<file path="src/rtl/sc_bus_pkg.sv">
// Shared slow-control bus definitions: FSM encoding, reply error bit indices
// and the default UDP port, common to every slow-control target.
package sc_bus_pkg;

  // One-hot so that any corrupted state is trivially recognisable.
  typedef enum logic [2:0] {
    ST_IDLE = 3'b001,
    ST_EXEC = 3'b010,
    ST_ACK  = 3'b100
  } sc_state_e;

  localparam int ERR_ADDR = 0;
  localparam int ERR_RO   = 1;

  localparam logic [15:0] SC_DEFAULT_PORT = 16'd6007;

endpackage

</file>
<file path="src/rtl/sc_reg_target.sv">
// Slow-control register target: a bank of 32-bit config (RW) and status (RO)
// registers behind a three-state accept/execute/acknowledge handshake.
module sc_reg_target
  import sc_bus_pkg::*;
#(
  parameter logic [15:0] PORT    = SC_DEFAULT_PORT,
  parameter int          NREGS   = 16,
  parameter logic [31:0] RO_MASK = 32'h0000_0000
) (
  input  logic                  clk,
  input  logic                  rstn,
  input  logic [15:0]           sc_port,
  input  logic [31:0]           sc_addr,
  input  logic [31:0]           sc_subaddr,
  input  logic [31:0]           sc_data,
  input  logic                  sc_wr,
  input  logic                  sc_op,
  input  logic                  sc_frame,
  output logic                  sc_ack,
  output logic [31:0]           sc_rply_data,
  output logic [31:0]           sc_rply_error,
  input  logic [NREGS*32-1:0]   status_in,
  output logic [NREGS*32-1:0]   cfg_out,
  output logic [NREGS-1:0]      wr_pulse
);

  localparam int IDXW = (NREGS > 1) ? $clog2(NREGS) : 1;

  sc_state_e       state_q, state_d;
  logic [31:0]     addr_q, data_q;
  logic            wr_q;
  logic [31:0]     cfg_q    [NREGS];
  logic [31:0]     status_w [NREGS];
  logic [IDXW-1:0] idx;
  logic            in_range, is_ro;
  logic            accept, exec_ok, do_write;
  logic [31:0]     rply_data_d, rply_err_d;
  logic            unused_subaddr;

  // The sub-address is part of the bus but carries no meaning for this target.
  assign unused_subaddr = ^sc_subaddr;

  for (genvar i = 0; i < NREGS; i++) begin : g_slice
    assign cfg_out[i*32 +: 32] = cfg_q[i];
    assign status_w[i]         = status_in[i*32 +: 32];
  end

  // Full 32-bit compare, so high address bits never alias onto a register.
  assign idx      = addr_q[IDXW-1:0];
  assign in_range = (addr_q < 32'(NREGS));
  assign is_ro    = RO_MASK[idx];

  // NOTE: every signal driven in always_comb gets a default first; a path that
  // leaves one unassigned would infer a latch.
  always_comb begin
    state_d  = ST_IDLE;
    accept   = 1'b0;
    exec_ok  = 1'b0;
    do_write = 1'b0;
    unique case (state_q)
      ST_IDLE: begin
        if (sc_op && sc_frame && (sc_port == PORT)) begin
          accept  = 1'b1;
          state_d = ST_EXEC;
        end
      end
      ST_EXEC: begin
        if (sc_frame) begin
          exec_ok  = 1'b1;
          do_write = wr_q && in_range && !is_ro;
          state_d  = ST_ACK;
        end
      end
      ST_ACK:  state_d = ST_IDLE;
      default: state_d = ST_IDLE;
    endcase
  end

  always_comb begin
    rply_data_d = '0;
    rply_err_d  = '0;
    if (!in_range) begin
      rply_err_d[ERR_ADDR] = 1'b1;
    end else if (wr_q) begin
      if (is_ro) rply_err_d[ERR_RO] = 1'b1;
    end else if (is_ro) begin
      rply_data_d = status_w[idx];
    end else begin
      rply_data_d = cfg_q[idx];
    end
  end

  always_comb begin
    wr_pulse = '0;
    if (do_write) wr_pulse[idx] = 1'b1;
  end

  // A frame dropped during ACK withdraws the acknowledge immediately.
  assign sc_ack = (state_q == ST_ACK) && sc_frame;

  // NOTE: state is updated only with non-blocking assignments so every flop
  // samples pre-edge values regardless of process ordering.
  always_ff @(posedge clk or negedge rstn) begin
    if (!rstn) begin
      state_q       <= ST_IDLE;
      addr_q        <= '0;
      data_q        <= '0;
      wr_q          <= 1'b0;
      sc_rply_data  <= '0;
      sc_rply_error <= '0;
    end else begin
      state_q <= state_d;
      if (accept) begin
        addr_q <= sc_addr;
        data_q <= sc_data;
        wr_q   <= sc_wr;
      end
      if (exec_ok) begin
        sc_rply_data  <= rply_data_d;
        sc_rply_error <= rply_err_d;
      end
    end
  end

  // NOTE: the register bank is reset explicitly because downstream logic relies
  // on cfg_out reading zero after reset; this is not a RAM and must not map to one.
  always_ff @(posedge clk or negedge rstn) begin
    if (!rstn) begin
      for (int i = 0; i < NREGS; i++) cfg_q[i] <= '0;
    end else if (do_write) begin
      cfg_q[idx] <= data_q;
    end
  end

endmodule

</file>
<file path="config.mk">
export PLATFORM = sky130hd
export DESIGN_NAME = sc_reg_target
export DESIGN_NICKNAME = d
export VERILOG_FILES = /design/src/rtl/sc_bus_pkg.sv /design/src/rtl/sc_reg_target.sv
export SDC_FILE = /design/constraint.sdc
export NUM_CORES = 1
export LEC_CHECK = 0
export ABC_AREA = 1
export BUFFER_PORTS_ARGS = -buffer_cell sky130_fd_sc_hd__buf_2
export CORE_AREA = 2 2 480 482
export DETAILED_ROUTE_END_ITERATION = 7
export DIE_AREA = 0 0 482 484
export MAX_ROUTING_LAYER = met4
export PLACE_DENSITY = 0.31
export SYNTH_ARGS = -nofsm -noshare
export SYNTH_HDL_FRONTEND = slang
export SYNTH_SLANG_ARGS = --single-unit
</file>
<file path="constraint.sdc">
create_clock -name clk -period 4.3 [get_ports clk]
set_input_delay 0 -clock clk [delete_from_list [all_inputs] [get_ports clk]]
set_output_delay 0 -clock clk [all_outputs]
set_load 0.005 [all_outputs]
</file>
### Word level (Yosys, flattened, before mapping)

Memory sizes are Yosys's and may differ from the RTL's.
Index checks and enable logic that the tools add are counted.

| operators by class | value |
|---|---|
| order comparisons | 6 |
| equal/unequal tests | 4 |
| mux-type cells | 29 |
| bitwise operators | 1 |
| reduce and logical (&&, ||, !) cells | 8 |

Operators by type and width:

| operator | count |
|---|---|
| $bwmux W512 | 1 |
| $bmux W32 S4 | 2 |
| $mux W32 | 8 |
| $demux W32 S4 | 1 |
| $lt A32 B5 Y1 const B | 1 |
| $eq A16 B13 Y1 const B | 1 |
| $mux W16 | 1 |
| $mux W1 | 12 |
| $logic_and A1 B1 Y1 | 7 |
| $lt A4 B6 Y1 const B | 1 |
| $pmux W3 S2 | 1 |
| $ge A5 B5 Y1 const B | 1 |
| $lt A4 B5 Y1 const B | 1 |
| $lt A5 B1 Y1 const B | 1 |
| $not A4 Y5 | 1 |
| $demux W1 S4 | 1 |
| $ge A4 B1 Y1 const B | 1 |
| $eq A3 B1 Y1 const B | 1 |
| $eq A3 B2 Y1 const B | 1 |
| $eq A3 B3 Y1 const B | 1 |
| $mux W3 | 1 |
| $mux W2 | 1 |
| $logic_not A1 Y1 | 1 |

| word-level totals | value |
|---|---|
| flip-flop bits (word level) | 614 |
| bits in read-only memories | 16 |
| input port bits | 629 |
| output and inout bits | 593 |
| logic and storage cells | 71 |
| memories kept | 1 |

Memories:

| memory | depth | bits a word | read ports | clocked after Yosys merged registers in | write ports | line | source |
|---|---|---|---|---|---|---|---|
| (name not given) | 16 | 1 | 1 | 0 | 0 | sc_reg_target.sv:51 | `assign is_ro = RO_MASK[idx];` |

### Logic depth before layout (Yosys ltp)

Gate-level depths: netlist of the first run.

| logic depth | value |
|---|---|
| word-level depth | 7 |
| depth in mapped cells | 14 |
| mapped depth without buffers | 11 |

### Least setup slack after synthesis of the first run

No wires, ideal clock.

| timing path | value |
|---|---|
| kind | register -> register |
| start point | register addr_q[28] |
| end point | register cfg_q, in the netlist cfg_out[162] |
| library setup time | 0.117 ns |
| data arrival time | 1.559 ns |
| data required time | 4.183 ns |
| slack | 2.623 ns |
| stages on the path, launching flop included | 11 |
| buffers on the path | 2 |
| clock period less this slack | 1.677 ns |
| path through | dfrtp_1 -> nor2_1 -> inv_1 -> nor2_1 -> nand3_1 -> nor2_2 -> buf_2 -> nand3_1 -> buf_2 -> nand2_1 -> nand2_1 |

| on the way | value |
|---|---|
| longest elaborated chain between the ends | 5 |

RTL lines:

| what | line | source |
|---|---|---|
| start: declaration | sc_reg_target.sv:30 | `logic [31:0] addr_q, data_q;` |
| start signal: assignment | sc_reg_target.sv:114 | `addr_q <= sc_addr;` |
| $lt A32 B5 Y1 | sc_reg_target.sv:50 | `assign in_range = (addr_q < 32'(NREGS));` |
| $logic_and A1 B1 Y1 (2 in a row) | sc_reg_target.sv:70 | `do_write = wr_q && in_range && !is_ro;` |
| $mux W1 | sc_reg_target.sv:68 | `if (sc_frame) begin` |
| $mux W1 | sc_reg_target.sv:60 | `unique case (state_q)` |
| end signal: indexed assignment | sc_reg_target.sv:131 | `cfg_q[idx] <= data_q;` |
| end: declaration | sc_reg_target.sv:32 | `logic [31:0] cfg_q [NREGS];` |

Every way passes these cells.
A chain may end at the register's enable or synchronous reset.

### Worst setup path in the final report of the first run

| timing path | value |
|---|---|
| start point | register addr_q[1] |
| end point | output port wr_pulse[6] |

| on the way | value |
|---|---|
| longest elaborated chain between the ends | 7 |
| elaborated cells between the ends (all ways) | 14 |
| classes of those cells | order compare (3); mux (6); reduce/logical (4); memory (1) |

RTL lines:

| what | line | source |
|---|---|---|
| branches (longest 6 deep; another with $lt A32 B5 Y1) | -- |  |
| $mux W16 (*) | sc_reg_target.sv:95 | `if (do_write) wr_pulse[idx] = 1'b1;` |
| end: declaration | sc_reg_target.sv:24 | `output logic [NREGS-1:0] wr_pulse` |

Every way passes the cells marked *. The select of a mux whose other input is x is not followed.

==> reports/qor.csv, run 1 <==
metric;value;unit
CP Class;reg2out;
status;finished, final reports clean;
routed vias/inst;4.041;
Final ANT Viol Nets;0;
Max Fclk;254.3;MHz
Clock Power Share;56.8;%
Comb power frac;2.2;%
Tcrit/Tclk final;91.46;%
DRC;0;
die footprint;0.2333;mm²
Synth area leaders;dfrtp_1 49%, nand2_1 32%, nand4_1 10%;
GRT Total Usage;18.22;%
Rows;176;
share of the synthesized area in the top cell type;48.72;%
Placed Area;0.03785;mm²
met3 routed WL;15.05;mm
Hold Vio Cnt, Final;0;
Arr. time, crit path;3.93;ns
Post-Syn Area;0.03143;mm²
H-tree levels;3;
clock latency on the worst-skew pair;0.74;ns
largest net degree at the start of global routing;135;
DR vias;32810;
maxcap violations;0;
Peak supply drop;272.6;µV
Detailed Route Iter0 Violations;2545;
hold crit path type;in2async;
Core Area;0.2286;mm²
Startpoint Class;register;
Final Slew Violations;0;
initial antenna violation count;23;
GRT overflow;0;
Num CTS Buffers;91;
design area;0.04214;mm²
drt pass-1 iters;5;
PwrDens;333.8;mW/mm²
register area share after synthesis;48.81;%
syn avg cell area;7.065;µm²
leak pwr;24.14;nW
CTS Buffer Depth;3;
fin nets;5645;
CP Data Required Time;4.30;ns
WL/cell;26.17;µm
CP delay by family, top;simple AND/OR/NAND/NOR gates;
Synth area leader;dfrtp_1;
area grow syn2layout;34.06;%
clk slew on worst S/H paths;0.06;ns
Min Hold Slack;0.07679;ns
critical path's most frequent cell;buf_4;
io pins;1222;
RD Place Congestion;0.7963;
crit-path max cell delay;0.77;ns
WP buf/inv;4;
Syn Inst Count;4449;
CTS tree;yes;
final worst path period need;3.933;ns
final WL;212.5;mm
Final Skew;0.03504;ns
met2 WL post-DR;97.06;mm
Distinct cells, synth;21;
Switch Pwr;3.427;mW
CP Cell Sequence;buf_4, nand2_1, nor2_2, buf_4, nand3_2, inv_1, buf_2;
Crit Path Max Fanout;35;
port bufs;646;
Metal-1 WL;94.43;mm
Die Y-Extent;484;µm
root buf cell;clkbuf_16;
Slowest-stage cell, CP;nand3_2;
global-route wire length before repair;287.7;mm
Max-slew headroom;23.51;%
total of warnings raised by yosys;0;
PostCTS Resize Cnt;0;
unrepaired setup endpoints after global routing;false;
CTS Hold Buffers Added;116;
Pint;10.64;mW
CP Capture Type;primary output;
die width;482;µm
Initial Utilization;13.75;%
Clock Sink Count;613;
DP Wirelength;146.9;mm
#FFs+latches synth;613;
Flop pwr share;41.0;%
TNS Setup;0;ns
DR top layer;met4;
final setup fails;0;
vias in the first global route;32160;
share of cells above drive strength 1;18.56;%
switch share;24.36;%
post-CTS setup buffers;0;
Tightest Pin Transition;1.147;ns
-- cell usage in the layout (no fill, tap or decap), drive strengths merged --
cell type / Yosys / layout
nand3: 20 / 20
conb: 1 / 31
nor2: 38 / 38
nor3: 2 / 2
clkinv: 0 / 8
dlygate4sd3: 0 / 115
inv: 119 / 124
bufinv: 0 / 8
and2: 1 / 1
buf: 191 / 754
o21a: 1 / 1
dfrtp: 612 / 612
diode: 0 / 12
clkbuf: 234 / 133
clkinvlp: 0 / 4
nand4: 516 / 516
nand2: 2712 / 2712
nand3b: 1 / 1
dfstp: 1 / 1
-- cell type report --
type | instances | area, µm²
Clock inverter | 25 | 420.4
Multi-Input combinational cell | 3322 | 13980
Inverter | 119 | 460.4
Clock buffer | 133 | 2655
Fill cell | 26100 | 186400
Sequential cell | 613 | 15360
Antenna cell | 12 | 30.03
Tap cell | 3026 | 3786
Timing Repair Buffer | 869 | 5450
-- power by group through the flow --
stage | combinational, mW | clock (mW) | sequential (mW)
after floorplan | 0.0375 | 0 | 5.88
after global placement | 0.234 | 0 | 5.87
after detailed placement | 0.235 | 0 | 5.87
after CTS | 0.324 | 8.25 | 5.77
after global routing | 0.349 | 8.43 | 5.77
final | 0.310 | 7.98 | 5.77
-- synth_stat cells, drive strengths merged --
library cell,n
and2,1
clkbuf,234
nand2,2712
nand3b,1
conb,1
o21a,1
nand3,20
buf,191
inv,119
nor2,38
nand4,516
nor3,2
dfrtp,612
dfstp,1
-- layer usage --
| layer | track usage [%] | vias up |
|---|---|---|
| met5 | - | - |
| met4 | 4.864 | 0 |
| met3 | 4.714 | 187 |
| met2 | 28.10 | 1021 |
| met1 | 23.49 | 16390 |
| li1 | - | 15210 |
-- kinds of logic after synthesis --
group / synth area share (%)
AO/OA/AOI/OAI: 0.02389
buffers and inverters: 7.456
flip-flops: 48.81
other: 0.01193
AND/OR/NAND/NOR: 43.70
-- path summary, 6_finish.rpt --
kind,from,end,slack (ns),cells after the start
worst min register to register,addr_q[14],addr_q[14],0.47,2
worst min-delay path,rstn,cfg_out[451],0.08,3
max in group asynchronous,rstn,data_q[31],3.34,3
min in group clk,sc_data[1],data_q[1],0.08,4
worst max register to register,addr_q[1],cfg_out[201],0.97,7
worst max-delay path,addr_q[1],wr_pulse[6],0.37,7
-- through the flow --
step | setup WS, ns | util [%] | total power, mW | std cells
2_1_floorplan | 2.623 | - | 5.913 | 4479
3_3_place_gp | 0.8726 | 16.56 | 6.109 | 7833
3_5_place_dp | 0.8514 | 16.56 | 6.110 | 7833
4_1_cts | 0.1511 | 18.42 | 14.34 | 8107
5_1_grt | 0.06225 | 18.43 | 14.54 | 8116
6_report | 0.3673 | 18.43 | 14.07 | 8119
-- state kept, by name, summed over array words and instances (netlist names) --
signal	flops
data_q	32
addr_q	32
sc_rply_data	32
cfg_out	512
state_q	3
sc_rply_error	1
wr_q	1
-- worst reg2reg max path, stage by stage, from the launching register on --
cell     delay [ns]
dfrtp_4        0.46
buf_4          0.46
nand2_1        0.49
nor2_2         0.25
buf_4          0.42
nand3_2        0.79
nand2_1        0.28
nand2_1        0.07
Power figures use the tool's default switching activity.
==> inputs of run 2 (changes only) <==
==> constraint.sdc (replaced) <==
create_clock -name clk -period 4.94 [get_ports clk]
set_input_delay 0 -clock clk [delete_from_list [all_inputs] [get_ports clk]]
set_output_delay 0 -clock clk [all_outputs]
set_load 0.005 [all_outputs]
==> run 2 against run 1 <==
Combinational power is 14% lower. Sequential cell count unchanged. Clock power shrank 15%. Clock skew increased by 0.011 ns. Global-route usage rose by 0.13 points. Cell count rose by 0.14%. Critical path depth down 1. Hold slack gained 0.0075 ns. Routed wire length rose by 0.65%. Register-to-register slack gained 0.61 ns. Die area unchanged. Largest cell class unchanged.
==> reports/qor.csv, run 2 (synthesis results as in run 1) <==
metric;value;unit
status;finished, final reports clean;
WL/cell;26.31;µm
CP Capture Type;primary output;
area grow syn2layout;34.26;%
Peak supply drop;232.0;µV
share of cells above drive strength 1;18.30;%
Final Slew Violations;0;
CP delay by family, top;simple AND/OR/NAND/NOR gates;
crit-path max cell delay;0.77;ns
commonest non-fill, non-tap cells in the layout;2711 x nand2_1, 645 x buf_2, 602 x dfrtp_1;
TNS Setup;0;ns
total chip power;12.11;mW
GRT overflow;0;
Max-slew headroom;31.74;%
hold crit path type;in2reg;
CTS Buffer Depth;3;
Arr. time, crit path;4.09;ns
PwrDens;287.0;mW/mm²
Cells after DPL;7824;
Die Y-Extent;484;µm
DRC;0;
post-CTS setup buffers;0;
PostCTS Resize Cnt;0;
DR vias;32910;
Detailed Route Iter0 Violations;2436;
CP Class;reg2out;
GRT Total Usage;18.36;%
Final ANT Viol Nets;0;
final worst path period need;4.089;ns
final WL;213.9;mm
drt pass-1 iters;5;
Slowest-stage cell, CP;nand3_2;
routed vias/inst;4.048;
Initial Utilization;13.75;%
fin nets;5656;
Hold Vio Cnt, Final;0;
Final Skew;0.04631;ns
unrepaired setup endpoints after global routing;false;
initial antenna violation count;12;
Core Area;0.2286;mm²
commonest non-fill, non-tap cell in the layout;nand2_1;
CP Data Required Time;4.94;ns
setup ws final;0.8511;ns
die width;482;µm
CP Cell Sequence;inv_8, nand2_1, nor2_4, nand3_2, inv_1, buf_2;
maxcap violations;0;
largest net degree at the start of global routing;132;
die footprint;0.2333;mm²
Max Fclk;244.6;MHz
Crit Path Max Fanout;72;
Num CTS Buffers;92;
DP Wirelength;146.6;mm
Tcrit/Tclk final;82.77;%
Tightest Pin Transition;1.023;ns
non-filler cells, final;8130;
RD Place Congestion;0.7955;
port bufs;646;
vias in the first global route;32520;
WP buf/inv;3;
CTS Hold Buffers Added;135;
Startpoint Class;register;
root buf cell;clkbuf_16;
clk slew on worst S/H paths;0.05;ns
final setup fails;0;
global-route wire length before repair;289.7;mm
max reg flops;512;
CTS tree;yes;
Min Hold Slack;0.08424;ns
worst slack at placement;1.366;ns
Clock Sink Count;613;
Rows;176;
leak pwr;24.22;nW
clock latency on the worst-skew pair;0.74;ns
io pins;1222;
H-tree levels;3;
-- run 2: changes by cell type in the layout (fill, tap and decap cells not counted), moves of 2 or more --
cell / before / now
inv_16: 2 / 0
buf_4: 89 / 79
diode_2: 12 / 6
clkbuf_8: 22 / 19
clkinv_8: 1 / 3
clkbuf_16: 91 / 94
clkinv_2: 5 / 11
dlygate4sd3_1: 115 / 134
bufinv_16: 8 / 5
clkbuf_1: 20 / 28
-- run 2: path summary, 6_finish.rpt --
kind / startpoint / to / slack [ns] / cells past startpoint
min in group asynchronous: rstn / data_q[2] / 0.12 / 3
max in group asynchronous: rstn / cfg_out[174] / 4.02 / 3
worst max register to register: addr_q[0] / sc_rply_data[25] / 1.58 / 12
worst min register to register: sc_rply_data[28] / sc_rply_data[28] / 0.47 / 2
worst max-delay path: addr_q[0] / wr_pulse[8] / 0.85 / 6
worst min-delay path: sc_data[3] / data_q[3] / 0.08 / 4
-- run 2: tightest hold or removal path, delay by kind of cell --
family,cells,cell delay (ns)
buffers and inverters,2,0.66
and+or+nand+nor,2,0.13
-- run 2: through the flow --
| stage | util, % | instance area (µm²) |
|---|---|---|
| after global placement | 16.54 | 37800 |
| final | 18.46 | 42200 |
| after global routing | 18.46 | 42190 |
| after CTS | 18.46 | 42180 |
| after detailed placement | 16.54 | 37800 |
| after floorplan | - | 31540 |
-- run 2: area by class of cell --
type	count	area, µm²
antenna	6	15.01
fill	26200	186400
clock buffer	141	2719
multi-input combinational	3322	13980
tap	3026	3786
clock inverter	24	297.8
inverter	119	460.4
timing repair buffer	879	5585
sequential	613	15360
-- run 2: layer usage --
metal / track usage (%) / part of all wire, %
met1: 23.94 / 45
met4: 5.507 / 3.3
met3: 4.556 / 6.6
met2: 27.84 / 45
met5: - / 0
-- run 2: report_power, final --
group          total, mW  internal, mW  switching [mW]
Combinational      0.268        0.0966           0.171
Sequential          5.02          5.02        0.000374
Clock               6.82          4.03            2.79
Total               12.1          9.15            2.96
==> inputs of run 3 (changes only) <==
==> config.mk (replaced) <==
export PLATFORM = sky130hd
export DESIGN_NAME = sc_reg_target
export DESIGN_NICKNAME = d
export VERILOG_FILES = /design/src/rtl/sc_bus_pkg.sv /design/src/rtl/sc_reg_target.sv
export SDC_FILE = /design/constraint.sdc
export NUM_CORES = 1
export LEC_CHECK = 0
export ABC_AREA = 0
export BUFFER_PORTS_ARGS = -buffer_cell sky130_fd_sc_hd__buf_2
export CORE_AREA = 2 2 483 485
export DETAILED_ROUTE_END_ITERATION = 7
export DIE_AREA = 0 0 485 487
export MAX_ROUTING_LAYER = met4
export PLACE_DENSITY = 0.3
export SYNTH_ARGS = -nofsm -noshare
export SYNTH_HDL_FRONTEND = slang
export SYNTH_SLANG_ARGS = --single-unit
==> constraint.sdc (replaced) <==
create_clock -name clk -period 3.86 [get_ports clk]
set_input_delay 0 -clock clk [delete_from_list [all_inputs] [get_ports clk]]
set_output_delay 0 -clock clk [all_outputs]
set_load 0.005 [all_outputs]
==> run 3 against run 2 <==
Critical path depth stayed put. Cell count down 27%. Combinational power rose by 20%. Clock skew is 0.016 ns lower. Area after synthesis fell by 10%. Final area down 5.7%. Critical path type is now reg2reg. Critical endpoint is now addr_q[23]. Highest routed layer unchanged.
==> reports/qor.csv, run 3 <==
metric;value;unit
Tightest Pin Transition;1.087;ns
CP Class;reg2reg;
PwrDens;379.1;mW/mm²
Synth area leader;dfrtp_1;
Die Y-Extent;487;µm
Max-slew headroom;27.53;%
Detailed Route Iter0 Violations;945;
CP Data Required Time;4.46;ns
Post-Syn Area;0.02824;mm²
clock latency on the worst-skew pair;0.71;ns
Final Skew;0.03013;ns
max reg flops;512;
commonest non-fill, non-tap cells in the layout;645 x buf_2, 610 x dfrtp_1, 573 x mux2_2;
Crit Path Max Fanout;52;
root buf cell;clkbuf_16;
total of warnings raised by yosys;0;
Initial Utilization;12.20;%
Rows;177;
DR vias;20650;
Hold Vio Cnt, Final;0;
DP Wirelength;101.4;mm
die footprint;0.2362;mm²
leak pwr;18.81;nW
final setup fails;0;
Syn Inst Count;2008;
initial antenna violation count;19;
clk slew on worst S/H paths;0.06;ns
hold crit path type;in2async;
Peak supply drop;335.4;µV
commonest non-fill, non-tap cell in the layout;buf_2;
Cells after DPL;5599;
#FFs+latches synth;613;
global-route wire length before repair;200.6;mm
Final Slew Violations;0;
Final ANT Viol Nets;0;
Distinct cells, synth;38;
share of cells above drive strength 1;52.17;%
port bufs;646;
drt pass-1 iters;5;
share of the synthesized area in the top cell type;54.22;%
WL/cell;25.17;µm
setup ws final;0.6842;ns
CTS Buffer Depth;3;
routed vias/inst;3.496;
worst slack at placement;0.8205;ns
die width;485;µm
largest net degree at the start of global routing;94;
PostCTS Resize Cnt;0;
unrepaired setup endpoints after global routing;false;
Clock Sink Count;613;
Util after Layout;17.20;%
Post-synth EDFFs;0;
Post-synth top cells;612 x dfrtp_1, 573 x mux2_2, 192 x mux2i_1;
total chip power;15.09;mW
final worst path period need;3.176;ns
area grow syn2layout;40.91;%
Num CTS Buffers;86;
GRT Total Usage;12.69;%
ys async rst share;100.0;%
vias in the first global route;22040;
RD Place Congestion;0.7217;
Tcrit/Tclk final;82.27;%
fin nets;3420;
register area share after synthesis;54.32;%
Core Area;0.2314;mm²
syn avg cell area;14.07;µm²
top_reg_cell synth;dfrtp_1;
CTS tree;yes;
maxcap violations;0;
DRC;0;
io pins;1222;
status;finished, final reports clean;
Synth area leaders;dfrtp_1 54%, mux2_2 23%, mux2i_1 6.8%;
TNS Setup;0;ns
GRT overflow;0;
Arr. time, crit path;3.77;ns
Max Fclk;314.9;MHz
final WL;148.7;mm
CP Capture Type;register;
non-filler cells, final;5908;
Startpoint Class;register;
top-count cell post-synth;dfrtp_1;
H-tree levels;3;
-- run 3: changes by cell type in the layout (fill, tap and decap cells not counted), sizes merged, moves of 64 or more --
cell and delta:
o22ai +64, nand2 -2678, mux2i +192, inv -115
mux2 +641, nand4 -512
-- run 3: worst max-delay path, cell delays in order, from the launching register on --
cell and delay (ns):
dfstp_2 0.54, nand4_1 0.15, nor4_2 0.34, dlygate4sd3_1 0.64, buf_12 0.34, mux2_2 0.39, dlygate4sd3_1 0.55
-- run 3: power by group --
group	switching [mW]	total [mW]	internal, mW
Sequential	0.000483	6.43	6.43
Clock	3.40	8.34	4.94
Combinational	0.191	0.322	0.131
Total	3.59	15.1	11.5
-- run 3: cell type report --
cell class / count / area [µm²]
Multi-Input combinational cell: 1222 / 12120
Timing Repair Buffer: 867 / 5613
Fill cell: 25540 / 191600
Sequential cell: 613 / 15350
Antenna cell: 7 / 17.52
Tap cell: 3043 / 3807
Inverter: 1 / 3.754
Clock inverter: 26 / 364.1
Clock buffer: 129 / 2525
-- run 3: per-layer routing --
metal	track usage [%]	wire length [µm]	vias to the layer above
li1	-	-	8985
met1	15.56	64610	10790
met2	20.18	69750	712
met3	3.739	10360	164
met4	3.519	3966	0
met5	-	0	-
-- run 3: kinds of logic (layout without fill, tap and decap cells) --
| family | Yosys count | in the layout | share of synthesized area [%] |
|---|---|---|---|
| other | 1 | 38 | 0.01328 |
| muxes | 833 | 833 | 32.36 |
| and+or+nand+nor | 197 | 197 | 4.421 |
| buffers and inverters | 203 | 1023 | 3.659 |
| DFF | 613 | 613 | 54.32 |
| AOI/OAI and AO/OA | 161 | 161 | 5.227 |
-- run 3: per-stage QoR --
| stage | hold WS (ns) | instance area (µm²) |
|---|---|---|
| 4_1_cts | 0.0002532 | 39780 |
| 2_1_floorplan | -0.2956 | 28360 |
| 5_1_grt | 0.04704 | 39790 |
| 3_3_place_gp | 0.08706 | 35400 |
| 6_report | 0.08527 | 39800 |
| 3_5_place_dp | 0.06678 | 35400 |
-- run 3: final timing paths --
path	start	to	slack, ns	cells after the start
setup / recovery	state_q[0]	addr_q[23]	0.68	6
hold reg to reg	cfg_out[62]	cfg_out[62]	0.51	1
hold / removal	rstn	addr_q[23]	0.09	3
max in group asynchronous	rstn	cfg_out[24]	3.12	3
min in group clk	sc_data[7]	data_q[7]	0.09	3
setup reg to reg	state_q[0]	addr_q[23]	0.68	6
-- run 3: timing repair --
action / CTS / global route
hold endpoints to repair: 388 / 0
hold buffers: 147 / 0
buffers inserted: 0 / 0
